File: config.mk
export PLATFORM = sky130hd
export DESIGN_NAME = router_dest_fifo
export DESIGN_NICKNAME = d
export VERILOG_FILES = /design/src/rtl/router_dest_fifo.sv
export SDC_FILE = /design/constraint.sdc
export NUM_CORES = 1
export LEC_CHECK = 0
export CAP_MARGIN = 10
export CORE_ASPECT_RATIO = 0.6
export CORE_MARGIN = 2
export CORE_UTILIZATION = 30
export DETAILED_ROUTE_END_ITERATION = 7
export DONT_BUFFER_PORTS = 1
export GPL_ROUTABILITY_DRIVEN = 0
export PLACE_DENSITY = 0.5
export SYNTH_ARGS = -nofsm -noshare
export SYNTH_HDL_FRONTEND = slang
export SYNTH_SLANG_ARGS = --single-unit
export TNS_END_PERCENT = 20
File: constraint.sdc
create_clock -name clock -period 6.11 [get_ports clock]
set_input_delay 0.3055 -clock clock [delete_from_list [all_inputs] [get_ports clock]]
set_output_delay 0.3055 -clock clock [all_outputs]
set_load 0.05 [all_outputs]
File: src/rtl/router_dest_fifo.sv
// rtl/router_dest_fifo.sv - packet-aware output buffer for one router destination port
module router_dest_fifo #(
  parameter int DATA_W  = 8,
  parameter int DEPTH   = 16,
  parameter int LEN_LSB = 2,
  parameter int TIMEOUT = 30
) (
  input  logic              clock,
  input  logic              reset,
  input  logic              write_enb,
  input  logic              lfd_state,
  input  logic [DATA_W-1:0] data_in,
  input  logic              read_enb,
  output logic [DATA_W-1:0] data_out,
  output logic              vld_out,
  output logic              full,
  output logic              empty,
  output logic              pkt_done,
  output logic              timeout_drop
);

  localparam int PW     = $clog2(DEPTH);
  localparam int LEN_W  = DATA_W - LEN_LSB;
  localparam int CNT_W  = LEN_W + 2;
  localparam int IDLE_W = $clog2(TIMEOUT) + 1;

  localparam logic [PW:0]       PTR_ONE  = 1;
  localparam logic [CNT_W-1:0]  CNT_ONE  = 1;
  localparam logic [IDLE_W-1:0] IDLE_ONE = 1;
  localparam logic [IDLE_W-1:0] IDLE_MAX = IDLE_W'(TIMEOUT - 1);

  // Each entry carries the header tag above the data byte.
  logic [DATA_W:0]     mem_q [DEPTH];

  logic [PW:0]         wr_ptr_q, wr_ptr_d;
  logic [PW:0]         rd_ptr_q, rd_ptr_d;
  logic [CNT_W-1:0]    byte_cnt_q, byte_cnt_d;
  logic [IDLE_W-1:0]   idle_cnt_q, idle_cnt_d;
  logic [DATA_W-1:0]   data_out_q, data_out_d;
  logic                pkt_done_q, pkt_done_d;
  logic                timeout_drop_q, timeout_drop_d;

  logic                do_wr;
  logic                do_rd;
  logic                idle;
  logic                flush;
  logic [DATA_W:0]     rd_word;
  logic [LEN_W-1:0]    rd_len;

  // Status flags come straight from the registered pointers.
  assign empty   = (wr_ptr_q == rd_ptr_q);
  assign full    = (wr_ptr_q[PW] != rd_ptr_q[PW]) && (wr_ptr_q[PW-1:0] == rd_ptr_q[PW-1:0]);
  assign vld_out = !empty;

  // The destination is idle when data waits and nobody asks for it.
  assign idle    = vld_out && !read_enb;
  assign flush   = idle && (idle_cnt_q == IDLE_MAX);

  // A flush discards everything, so a write in the same cycle is lost too.
  assign do_wr   = write_enb && !full && !flush;
  assign do_rd   = read_enb && !empty;

  assign rd_word = mem_q[rd_ptr_q[PW-1:0]];
  assign rd_len  = rd_word[DATA_W-1:LEN_LSB];

  // Next-state for pointers, packet tracking, idle timer and registered outputs.
  always_comb begin
    wr_ptr_d       = wr_ptr_q;
    rd_ptr_d       = rd_ptr_q;
    byte_cnt_d     = byte_cnt_q;
    idle_cnt_d     = idle_cnt_q;
    data_out_d     = data_out_q;
    pkt_done_d     = 1'b0;
    timeout_drop_d = 1'b0;
    if (flush) begin
      wr_ptr_d       = '0;
      rd_ptr_d       = '0;
      byte_cnt_d     = '0;
      idle_cnt_d     = '0;
      data_out_d     = '0;
      timeout_drop_d = 1'b1;
    end else begin
      if (do_wr) begin
        wr_ptr_d = wr_ptr_q + PTR_ONE;
      end
      if (do_rd) begin
        rd_ptr_d   = rd_ptr_q + PTR_ONE;
        data_out_d = rd_word[DATA_W-1:0];
        if (rd_word[DATA_W]) begin
          // Header: count payload plus the trailing parity byte.
          byte_cnt_d = {2'b00, rd_len} + CNT_ONE;
        end else if (byte_cnt_q != '0) begin
          byte_cnt_d = byte_cnt_q - CNT_ONE;
          pkt_done_d = (byte_cnt_q == CNT_ONE);
        end
      end
      idle_cnt_d = idle ? (idle_cnt_q + IDLE_ONE) : '0;
    end
  end

  // Control and output registers with synchronous reset.
  always_ff @(posedge clock) begin
    if (reset) begin
      wr_ptr_q       <= '0;
      rd_ptr_q       <= '0;
      byte_cnt_q     <= '0;
      idle_cnt_q     <= '0;
      data_out_q     <= '0;
      pkt_done_q     <= 1'b0;
      timeout_drop_q <= 1'b0;
    end else begin
      wr_ptr_q       <= wr_ptr_d;
      rd_ptr_q       <= rd_ptr_d;
      byte_cnt_q     <= byte_cnt_d;
      idle_cnt_q     <= idle_cnt_d;
      data_out_q     <= data_out_d;
      pkt_done_q     <= pkt_done_d;
      timeout_drop_q <= timeout_drop_d;
    end
  end

  // Storage array; contents need no reset since the pointers define validity.
  always_ff @(posedge clock) begin
    if (!reset && do_wr) begin
      mem_q[wr_ptr_q[PW-1:0]] <= {lfd_state, data_in};
    end
  end

  assign data_out     = data_out_q;
  assign pkt_done     = pkt_done_q;
  assign timeout_drop = timeout_drop_q;

endmodule

== Yosys cells after proc, flatten, opt, wreduce, memory -nomap -nowiden ==
Memories as Yosys holds them, arrays and structs flattened. A register that Yosys moved wholly into a read port is not among the register bits.
Index checks and enable logic that the tools add are counted.
Cells by class
  add/subtract/negate cells: 5
  equality and inequality tests: 5
  mux-type cells: 7
  bitwise logic cells: 3
  reduce and logical (&&, ||, !) cells: 18
Operators with widths (count)
  8-bit 2-to-1 mux: 2
  5-bit by 1-bit adder with 5-bit output (second input constant): 2
  8-bit by 1-bit equality test with 1-bit output (second input constant): 1
  4-bit 2-to-1 mux: 2
  8-bit nonzero test: 1
  8-bit by 1-bit subtractor with 8-bit output (second input constant): 1
  6-bit by 1-bit adder with 7-bit output (second input constant): 1
  1-bit logical AND: 7
  6-bit by 1-bit adder with 6-bit output (second input constant): 1
  6-bit by 5-bit equality test with 1-bit output (second input constant): 1
  5-bit equality test: 1
  1-bit zero test: 5
  5-bit OR reduction: 1
  4-bit equality test: 1
  1-bit 2-to-1 mux: 3
  1-bit NOT: 3
  3-bit OR reduction: 1
  2-bit AND reduction: 1
  2-bit nonzero test: 1
  2-bit OR reduction: 1
  1-bit inequality test: 1
Storage, ports and cells
  bits in registers: 34
  bits in writable memories: 144
  output and inout port bits: 13
  logic and storage cells: 46
  memories kept: 1
Memory list
  mem_q: words 16, bits a word 9, read ports 1, clocked after Yosys merged registers in 1, wr ports 1, line 33  | logic [DATA_W:0] mem_q [DEPTH];

== Longest topological paths before layout ==
Gate-level depths: netlist of the first run.
  depth in word-level cells: 9
  mapped depth: 10
  depth with buffers taken out: 7

== Least setup slack after synthesis of the first run ==
OpenSTA, ideal clock, no wires.
  path kind: register to register
  from: register wr_ptr_q[2]
  to: memory mem_q[3][0] (netlist bit) (enable)
  setup time: 0.387 ns
  data arrival time: 2.253 ns
  required time: 5.723 ns
  setup slack: 3.470 ns
  stages on the path, launching flop included: 8
  cell sequence: dfxtp_1 > clkbuf_1 > xnor2_1 > nand4_1 > mux2i_1 > nor3_1 > nand2_1 > nor3_1
Between the ends
  longest elaborated chain between the ends: 9
  elaborated cells between the ends (all ways): 13
RTL lines
  start, declared: line 35  | logic [PW:0] wr_ptr_q, wr_ptr_d;
  start signal, assigned: line 112  | wr_ptr_q <= wr_ptr_d;
  5-bit equality test: line 51  | assign empty = (wr_ptr_q == rd_ptr_q);
  1-bit zero test: line 53  | assign vld_out = !empty;
  1-bit logical AND: line 56  | assign idle = vld_out && !read_enb;
  1-bit logical AND: line 57  | assign flush = idle && (idle_cnt_q == IDLE_MAX);
  1-bit zero test: line 60  | assign do_wr = write_enb && !full && !flush;
  1-bit logical AND: line 60
  1-bit logical AND: line 124  | if (!reset && do_wr) begin
  1-bit 2-to-1 mux: line 124
  1-bit 2-to-1 mux (not written as such): line 125  | mem_q[wr_ptr_q[PW-1:0]] <= {lfd_state, data_in};
  end, declared: line 33
Several ways; a longest one is shown, not always the timed one.

==> flow_summary.json, run 1 <==
{
  "h-tree-depth": 4,
  "wirelength_um": 16200,
  "clock_path_buffers": 2,
  "ys_ff_latch": 182,
  "slew_violations": 0,
  "synth_edf_count": 144,
  "areaGrowthSynthToFinish_pct": 15.1,
  "reg2reg_to": "byte_cnt_q[1]",
  "hold_viol_final": 0,
  "ir_worst_vdd_mv": 0.174,
  "crit_family": "multiplexers",
  "synth_top_area_cell": "edfxtp_1",
  "fmax_mhz": 335,
  "final_layout_size_suffix_gt1_frac": 0.196,
  "pwr-share-comb": 0.157,
  "crit_buf_inv": 1,
  "dieArea_sq_um": 25800,
  "grt_pass1_wl_um": 25200,
  "seqPwrFrac": 0.490,
  "core_area_sq_um": 24100,
  "ant_nets": 0,
  "worst_pin_slew_ps": 879,
  "r2r_slack_ps": 3130,
  "slew_headroom": 0.412,
  "multi_input_area_sq_um": 2120,
  "antenna_found_initial": 3,
  "fp.dieW_um": 206,
  "cp.required_ps": 6410,
  "yosys_warnings": 0,
  "rows": 44,
  "crit_type": "reg -> reg",
  "worst_ep_arrival_time_ps": 3290,
  "synth_fp_nets": 465,
  "p_int_uw": 2140,
  "dp_slack_ps": 3040,
  "wl_met3_um": 914,
  "synthCells": 442,
  "route.detailed.drc": 0,
  "switching_share": 0.274,
  "fin_setup_tns_ps": 0,
  "wl_met2_um": 6920,
  "totalPowerFinal_uw": 2950,
  "hpwlAfterDp_um": 10500,
  "fillers": 2282,
  "cts_tree": "yes",
  "clkPwrFrac": 0.353,
  "grt_overflow_total": 0,
  "min_path_type": "in -> reg",
  "drtPass1Iterations": 4,
  "grt_pass1_vias": 4039,
  "synth.avg_cell_area_sq_um": 16.6,
  "outcome": "complete, no violations",
  "clk_latency_ps": 430,
  "skew_ps": 12.8,
  "num_vias": 3894,
  "via_per_inst": 4.81,
  "maxCapViolCount": 0,
  "power.switching_uw": 811,
  "wl_met1_um": 8200,
  "rsz0062_at_grt": "false",
  "synthArstFlopShare": 0,
  "grt_usage": 0.135,
  "layout.nets": 495,
  "min_period_ps": 2980,
  "hold_end": "timeout_drop",
  "cts_root_buffer": "clkbuf_16",
  "start_util": 0.305,
  "post_cts_buffers": 0,
  "placed_area_sq_um": 7800,
  "die_h_um": 125,
  "drt_iter0_markers": 396,
  "start_kind": "flop",
  "post-route-cell-area_sq_um": 8470,
  "io_buffers": 0,
  "synth_area_sq_um": 7360,
  "critPathSlowestCell": "dfxtp_2",
  "timing.final.ws_setup_ps": 3130,
  "post_cts_resize_count": 0,
  "grt_start_max_net_pins": 37,
  "synth_top_cell_area_share": 0.588,
  "power_leakage_uw": 0.00269,
  "rr_worst_depth": 8,
  "cts_buffers": 17,
  "synthTopCellsByArea": "edfxtp_1 59%, mux4_2 11%, dfxtp_1 10%",
  "power_density_nw_per_um2": 349,
  "hold_start": "read_enb",
  "wl_per_cell_um": 20.1,
  "ys_seq_area_frac": 0.691,
  "post-route-period-util": 0.489,
  "maxUsedRoutingLayer": "met5",
  "hold_buffers": 10,
  "setup_viol": 0,
  "seq_area_sq_um": 5090,
  "cts_sinks": 182,
  "synthFlopType": "edfxtp_1",
  "holdPathStages": 2,
  "worstSetupEndpointType": "flop",
  "crit_chain": "buf_4 -> mux4_2 -> a22oi_1 -> nand2_1 -> ha_1 -> mux2_1 -> o22ai_1 -> nor2_1",
  "io_pins": 26,
  "critical_path.max_fanout": 21,
  "max_stage_delay_ps": 610,
  "ys_types": 47,
  "clk_pin_slew_ps": 70
}
==> state kept, by name, indices dropped and copies added (netlist names), named ones only <==
name          count
mem_q           144
byte_cnt_q        8
data_out          8
idle_cnt_q        6
rd_ptr_q          5
wr_ptr_q          5
pkt_done          1
timeout_drop      1
==> per-layer routing <==
layer	global-route usage	vias up
met3	0.0352	17
li1	-	1781
met4	0.0445	2
met2	0.187	93
met1	0.205	2001
met5	0	-
==> through the flow <==
stage,utilization,hold WS [ps],cells
after detailed placement,0.324,389,765
after floorplan,-,383,442
after CTS,0.351,80.0,807
final,0.351,101,809
after global placement,0.324,389,765
after global routing,0.351,102,808
==> logic make-up after synthesis <==
kind of cell / after synthesis / synth area share
flops: 182 / 0.691
buf+inv: 31 / 0.0216
simple gates: 113 / 0.0697
compound gates: 37 / 0.0354
mux: 46 / 0.138
fa+ha+maj: 10 / 0.0170
xor+xnor: 23 / 0.0274
==> synthesized netlist by cell type (all sizes together) (2+ instances only) <==
cell type and number:
edfxtp 144, mux4 42, nor2 41, dfxtp 38, nand2 33, buf 15
xnor2 13, inv 11, a21oi 10, ha 10, nor3 10, xor2 10
nand3 8, o21ai 8, a22oi 6, clkbuf 5, nand4 4, nor4 4
a221oi 3, mux2i 3, and2 2, nand2b 2, nand4b 2, nor2b 2
==> layout make-up <==
cell class	count	area share
timing repair buffer	31	0.0304
clock buffer	22	0.0576
multi-input combinational	229	0.250
sequential	182	0.601
clock inverter	10	0.00827
inverter	11	0.00488
tap	322	0.0476
antenna	2	0.000591
==> power by group through the flow <==
stage / Combinational [uW] / Sequential [uW] / Clock (uW)
finish: 464 / 1450 / 1040
CTS: 467 / 1450 / 1060
global placement: 439 / 1470 / 0
detailed placement: 448 / 1470 / 0
global route: 510 / 1450 / 1120
floorplan: 378 / 1450 / 0
==> how the worst max path moves through the flow <==
stage	endpoint	slack (ps)	depth (start not counted)
floorplan	mem_q[3][0]	3470	7
global placement	byte_cnt_q[1]	3080	8
detailed placement	byte_cnt_q[5]	3040	7
CTS	byte_cnt_q[5]	3040	7
global route	byte_cnt_q[1]	2880	8
finish	byte_cnt_q[1]	3130	8
==> layout by cell type (no fill, tap or decap), drive strengths merged, types with 2 or more instances in the layout <==
master | netlist | final
a21oi | 10 | 10
a221oi | 3 | 3
a22oi | 6 | 6
and2 | 2 | 2
buf | 15 | 21
clkbuf | 5 | 22
clkinv | 0 | 6
dfxtp | 38 | 38
diode | 0 | 2
dlygate4sd3 | 0 | 10
edfxtp | 144 | 144
ha | 10 | 10
inv | 11 | 14
mux2i | 3 | 3
mux4 | 42 | 42
nand2 | 33 | 33
nand2b | 2 | 2
nand3 | 8 | 8
nand4 | 4 | 4
nand4b | 2 | 2
nor2 | 41 | 41
nor2b | 2 | 2
nor3 | 10 | 10
nor4 | 4 | 4
o21ai | 8 | 8
xnor2 | 13 | 13
xor2 | 10 | 10
Note: power is estimated with default switching activity, not from simulation.
==> run 2: changes to the inputs <==
--- a/config.mk
+++ b/config.mk
@@ -12,7 +12,7 @@
 export DETAILED_ROUTE_END_ITERATION = 7
 export DONT_BUFFER_PORTS = 1
 export GPL_ROUTABILITY_DRIVEN = 0
-export PLACE_DENSITY = 0.5
+export PLACE_DENSITY = 0.51
 export SYNTH_ARGS = -nofsm -noshare
 export SYNTH_HDL_FRONTEND = slang
 export SYNTH_SLANG_ARGS = --single-unit
==> constraint.sdc (replaced) <==
create_clock -name clock -period 2.4 [get_ports clock]
set_input_delay 0.12 -clock clock [delete_from_list [all_inputs] [get_ports clock]]
set_output_delay 0.12 -clock clock [all_outputs]
set_load 0.05 [all_outputs]
==> run 2 against run 1 <==
The flow now finishes with violations (negative setup slack). Total power rose to 2.7 times the previous value. Wire length rose by 6.2%. Clock skew about the same. Register-to-register slack lost 3100 ps. Flip-flop and latch count stayed put. Maximum frequency increased by 24%. Sequential share of layout area decreased by 3.9 points. Count of clock-buffer cells in the layout down 2. Global-route usage up 0.64 points. Core utilization up 2.5 points. Sequential power grew to 2.5 times the previous value. Critical endpoint is now byte_cnt_q[5]. Highest routed layer is now met4.
==> flow_summary.json, run 2 (same netlist as run 1, synthesis figures left out) <==
{
  "slew_violations": 0,
  "start_kind": "flop",
  "holdPathStages": 4,
  "max_stage_delay_ps": 660,
  "antenna_found_initial": 0,
  "grt_pass1_wl_um": 26000,
  "dp_cells": 805,
  "wl_per_cell_um": 20.3,
  "rows": 44,
  "totalPowerFinal_uw": 7850,
  "fillers": 2251,
  "power_density_nw_per_um2": 866,
  "io_buffers": 0,
  "dp_slack_ps": -110,
  "final_layout_size_suffix_gt1_frac": 0.284,
  "grt_use_met2": 0.193,
  "seqPwrFrac": 0.464,
  "worstSetupEndpointType": "flop",
  "grt_usage": 0.142,
  "worst_path_most_repeated_cell": "mux4_2",
  "use_met3": 0.0412,
  "hold_start": "write_enb",
  "hold_end": "wr_ptr_q[2]",
  "mostFrequentLayoutCell": "edfxtp_1",
  "areaGrowthSynthToFinish_pct": 23.1,
  "critical_path.max_fanout": 12,
  "pwr-share-comb": 0.184,
  "p_int_uw": 5670,
  "die_h_um": 125,
  "crit_buf_inv": 2,
  "clk_pin_slew_ps": 80,
  "ir_worst_vdd_mv": 0.461,
  "drtPass1Iterations": 4,
  "worst_pin_slew_ps": 698,
  "power_leakage_uw": 0.00298,
  "h-tree-depth": 4,
  "crit_type": "reg -> reg",
  "outcome": "finished, violations left",
  "via_per_inst": 4.79,
  "fmax_mhz": 416,
  "hpwlAfterDp_um": 11800,
  "grt_util_met1": 0.218,
  "grt_pass1_vias": 4106,
  "r2r_slack_ps": -1,
  "worst_ep_arrival_time_ps": 2710,
  "rsz0062_at_grt": "true",
  "cp.required_ps": 2710,
  "rr_worst_depth": 6,
  "largest_reg_flops": 144,
  "antenna_cells": 0,
  "io_pins": 26,
  "hold_viol_final": 0,
  "cts_tree": "yes",
  "dieArea_sq_um": 25800,
  "route.detailed.drc": 0,
  "grt_start_max_net_pins": 27,
  "timing.final.ws_setup_ps": -1.23,
  "cts_sinks": 182,
  "crit_chain": "buf_12 -> mux4_2 -> mux4_2 -> buf_6 -> o21ai_0 -> a221oi_2",
  "cts_root_buffer": "clkbuf_16",
  "layout.nets": 539,
  "slew_headroom": 0.530,
  "power.switching_uw": 2170,
  "finalNonFillerCells": 851,
  "switching_share": 0.277,
  "clock_path_buffers": 2,
  "reg2reg_to": "byte_cnt_q[5]",
  "core_area_sq_um": 24100,
  "ant_nets": 0,
  "maxCapViolCount": 0,
  "layout_common_cells": "144 x edfxtp_1, 46 x buf_4, 37 x mux4_2",
  "crit_family": "multiplexers",
  "setup_viol": 1,
  "skew_ps": 12.9,
  "clk_latency_ps": 440,
  "fp.dieW_um": 206,
  "critPathSlowestCell": "mux4_2",
  "post-route-period-util": 1.00,
  "min_period_ps": 2400,
  "start_util": 0.305,
  "min_path_type": "in -> reg",
  "drt_iter0_markers": 330,
  "grt.busiest_layer": "met1",
  "failed_checks": "negative setup slack",
  "wirelength_um": 17200,
  "cts_buffers": 17,
  "grt_overflow_total": 0,
  "clkPwrFrac": 0.352,
  "num_vias": 4080
}
[run 2: what timing repair did]
item,4_1_cts,5_1_grt
resized for setup,9,9
pin swaps,0,2
hold buffers,12,0
setup endpoints to repair,42,27
endpoints found under the hold margin,155,0
setup buffers,0,2
[run 2: metal layers]
layer | share of wire | up-vias
li1 | - | 1861
met1 | 0.51 | 2129
met2 | 0.43 | 81
met3 | 0.055 | 9
met4 | 0.0056 | 0
met5 | 0 | -
[run 2: worst register-to-register path, cell delays in order (launching register included)]
cell and delay [ps]:
dfxtp_4 380, buf_12 160, mux4_2 540, mux4_2 660, buf_6 210, o21ai_0 240
a221oi_2 90
[run 2: cell type report]
| class | instances | area [sq um] | area share |
|---|---|---|---|
| inverters | 11 | 41.3 | 0.00456 |
| clock inverters | 12 | 104 | 0.0115 |
| flip-flops and latches | 182 | 5090 | 0.562 |
| clock buffers | 20 | 489 | 0.0540 |
| repair buffers | 75 | 797 | 0.0880 |
| multi-input cells | 229 | 2140 | 0.236 |
| well taps | 322 | 403 | 0.0445 |
[run 2: worst max path at each step]
stage | from | to | slack, ps | cells past startpoint
finish | flop | byte_cnt_q[5] | -1 | 6
detailed placement | rd_ptr_q[0] | mem_q[5][2] | -110 | 7
CTS | flop | byte_cnt_q[5] | -50 | 6
floorplan | wr_ptr_q[2] | mem_q[3][0] | -240 | 7
global route | flop | byte_cnt_q[5] | -70 | 7
global placement | flop | byte_cnt_q[1] | -70 | 8
[run 2: stage by stage]
| step | cell area (sq um) | hold WS, ps | TNS (ps) | util |
|---|---|---|---|---|
| after global routing | 9060 | 75.1 | -173 | 0.376 |
| after floorplan | 7360 | 198 | -11370 | - |
| after global placement | 8290 | 200 | -507 | 0.344 |
| final | 9060 | 75.0 | -1.23 | 0.376 |
| after detailed placement | 8290 | 203 | -1530 | 0.344 |
| after CTS | 9010 | 47.8 | -59.4 | 0.374 |
[run 2: power groups by stage]
stage               registers (uW)  clock network (uW)  logic [uW]
floorplan                     3690                   0         963
global placement              3700                   0        1330
detailed placement            3710                   0        1350
CTS                           3640                2820        1410
global route                  3660                2960        1570
finish                        3650                2760        1440
==> run 3: changes to the inputs <==
--- a/config.mk
+++ b/config.mk
@@ -13,6 +13,7 @@
 export DONT_BUFFER_PORTS = 1
 export GPL_ROUTABILITY_DRIVEN = 0
 export PLACE_DENSITY = 0.51
+export REMOVE_ABC_BUFFERS = 1
 export SYNTH_ARGS = -nofsm -noshare
 export SYNTH_HDL_FRONTEND = slang
 export SYNTH_SLANG_ARGS = --single-unit
==> run 3 against run 2 <==
The run now ends clean. Die area unchanged. Count of clock-buffer cells in the layout down 3. Global-route usage down 0.29 points. Sequential share of layout area up 1.5 points. Critical path depth up 2. Core utilization down 0.95 points. Clock power down 3%. Hold slack better by 25 ps. Via count up 0.32%. First-iteration DRC count up 20%. Critical endpoint is now mem_q[0][2].
==> flow_summary.json, run 3 (same netlist as run 1, synthesis figures left out) <==
{
  "grt_pass1_wl_um": 25800,
  "critical_path.max_fanout": 8,
  "max_stage_delay_ps": 470,
  "setup_viol": 0,
  "start_util": 0.305,
  "crit_chain": "xnor2_1 -> nand4_1 -> mux2i_1 -> nor3_1 -> buf_4 -> nand2_1 -> nor3_2 -> buf_12",
  "antenna_found_initial": 1,
  "layout.nets": 522,
  "grt_pass1_vias": 4037,
  "io_pins": 26,
  "cp.required_ps": 2540,
  "rows": 44,
  "r2r_start": "rd_ptr_q[0]",
  "num_vias": 4093,
  "cts_buffers": 17,
  "hold_ws_ps": 99.9,
  "min_path_type": "in -> reg",
  "wl_per_cell_um": 20.2,
  "clk_pin_slew_ps": 70,
  "via_per_inst": 4.91,
  "clk_latency_ps": 430,
  "wirelength_um": 16900,
  "fp.dieW_um": 206,
  "crit_family": "simple AND/OR/NAND/NOR gates",
  "route.detailed.drc": 0,
  "mostFrequentLayoutCell": "edfxtp_1",
  "finalNonFillerCells": 833,
  "hold_start": "read_enb",
  "fillers": 2233,
  "hpwlAfterDp_um": 11600,
  "crit_buf_inv": 2,
  "final_layout_size_suffix_gt1_frac": 0.267,
  "dieArea_sq_um": 25800,
  "ir_worst_vdd_mv": 0.475,
  "ant_nets": 0,
  "layout_common_cells": "144 x edfxtp_1, 39 x mux4_2, 38 x buf_4",
  "start_kind": "flop",
  "largest_reg_flops": 144,
  "power_leakage_uw": 0.00284,
  "critPathSlowestCell": "nor3_2",
  "min_period_ps": 2390,
  "post-route-period-util": 0.998,
  "fmax_mhz": 418,
  "drtPass1Iterations": 4,
  "worstSetupStartpoint": "rd_ptr_q[0]",
  "skew_ps": 12.9,
  "fin_setup_tns_ps": 0,
  "worst_pin_slew_ps": 738,
  "maxCapViolCount": 0,
  "worst_ep_arrival_time_ps": 2540,
  "slew_headroom": 0.503,
  "io_buffers": 0,
  "areaGrowthSynthToFinish_pct": 20.0,
  "worstSetupEndpointType": "flop",
  "grt_start_max_net_pins": 32,
  "outcome": "complete, no violations",
  "power_density_nw_per_um2": 883,
  "cts_tree": "yes",
  "slew_violations": 0,
  "core_area_sq_um": 24100,
  "grt_usage": 0.139,
  "drt_iter0_markers": 397,
  "r2r_slack_ps": 5,
  "clock_path_buffers": 2,
  "cts_root_buffer": "clkbuf_16",
  "grt_overflow_total": 0,
  "rsz0062_at_grt": "true",
  "post-route-cell-area_sq_um": 8830,
  "cts_sinks": 182,
  "hold_viol_final": 0,
  "h-tree-depth": 4,
  "crit_type": "reg -> reg",
  "die_h_um": 125,
  "dp_cells": 783,
  "placed_area_sq_um": 8040
}
[run 3: cell types whose count changed in the layout (fill, tap and decap cells not counted), moves of 3 or more]
cell	before	now
buf_12	16	8
buf_4	46	38
nor2_1	36	28
clkinv_1	0	5
nor2_2	5	9
nor2_4	0	4
inv_4	3	0
[run 3: path summary, 6_finish.rpt]
kind / to / cells after the start
hold / removal: pkt_done / 3
setup / recovery: mem_q[0][2] / 8
hold reg to reg: byte_cnt_q[7] / 2
setup reg to reg: mem_q[0][2] / 8
[run 3: layer usage]
metal,track usage,up-vias,share of wire
met5,0,-,0
met2,0.188,115,0.42
li1,-,1832,-
met1,0.217,2132,0.51
met3,0.0399,14,0.055
met4,0.0324,0,0.0094
[run 3: timing repair]
item	4_1_cts	5_1_grt
hold buffers	12	0
buffers inserted	0	7
endpoints found under the setup margin	120	111
pin swaps	2	0
resized for setup	17	10
endpoints found under the hold margin	150	0
[run 3: through the flow]
step | setup slack [ps] | utilization | total power [uW]
3_5_place_dp | -255 | 0.333 | 5060
4_1_cts | -21.1 | 0.363 | 7790
5_1_grt | -99.7 | 0.366 | 8140
3_3_place_gp | -259 | 0.333 | 5050
2_1_floorplan | -935 | - | 4590
6_report | 5.27 | 0.366 | 7800
[run 3: area by class of cell]
type / instances / area, sq um / area share
inverter: 11 / 41.3 / 0.00468
clock buffer: 17 / 425 / 0.0482
tap: 322 / 403 / 0.0456
timing repair buffer: 58 / 566 / 0.0640
multi-input combinational: 229 / 2170 / 0.246
clock inverter: 13 / 130 / 0.0147
sequential: 182 / 5090 / 0.576
antenna: 1 / 2.50 / 0.000283
[run 3: worst register-to-register path, stage by stage, from the launching register on]
cell and delay, ps:
dfxtp_1 370, xnor2_1 130, nand4_1 170, mux2i_1 170
nor3_1 250, buf_4 190, nand2_1 150, nor3_2 470
buf_12 210
[run 3: report_power, final]
part | internal [uW] | switching [uW]
sequential | 3500 | 153
combinational | 683 | 784
clock | 1520 | 1160
total | 5690 | 2100
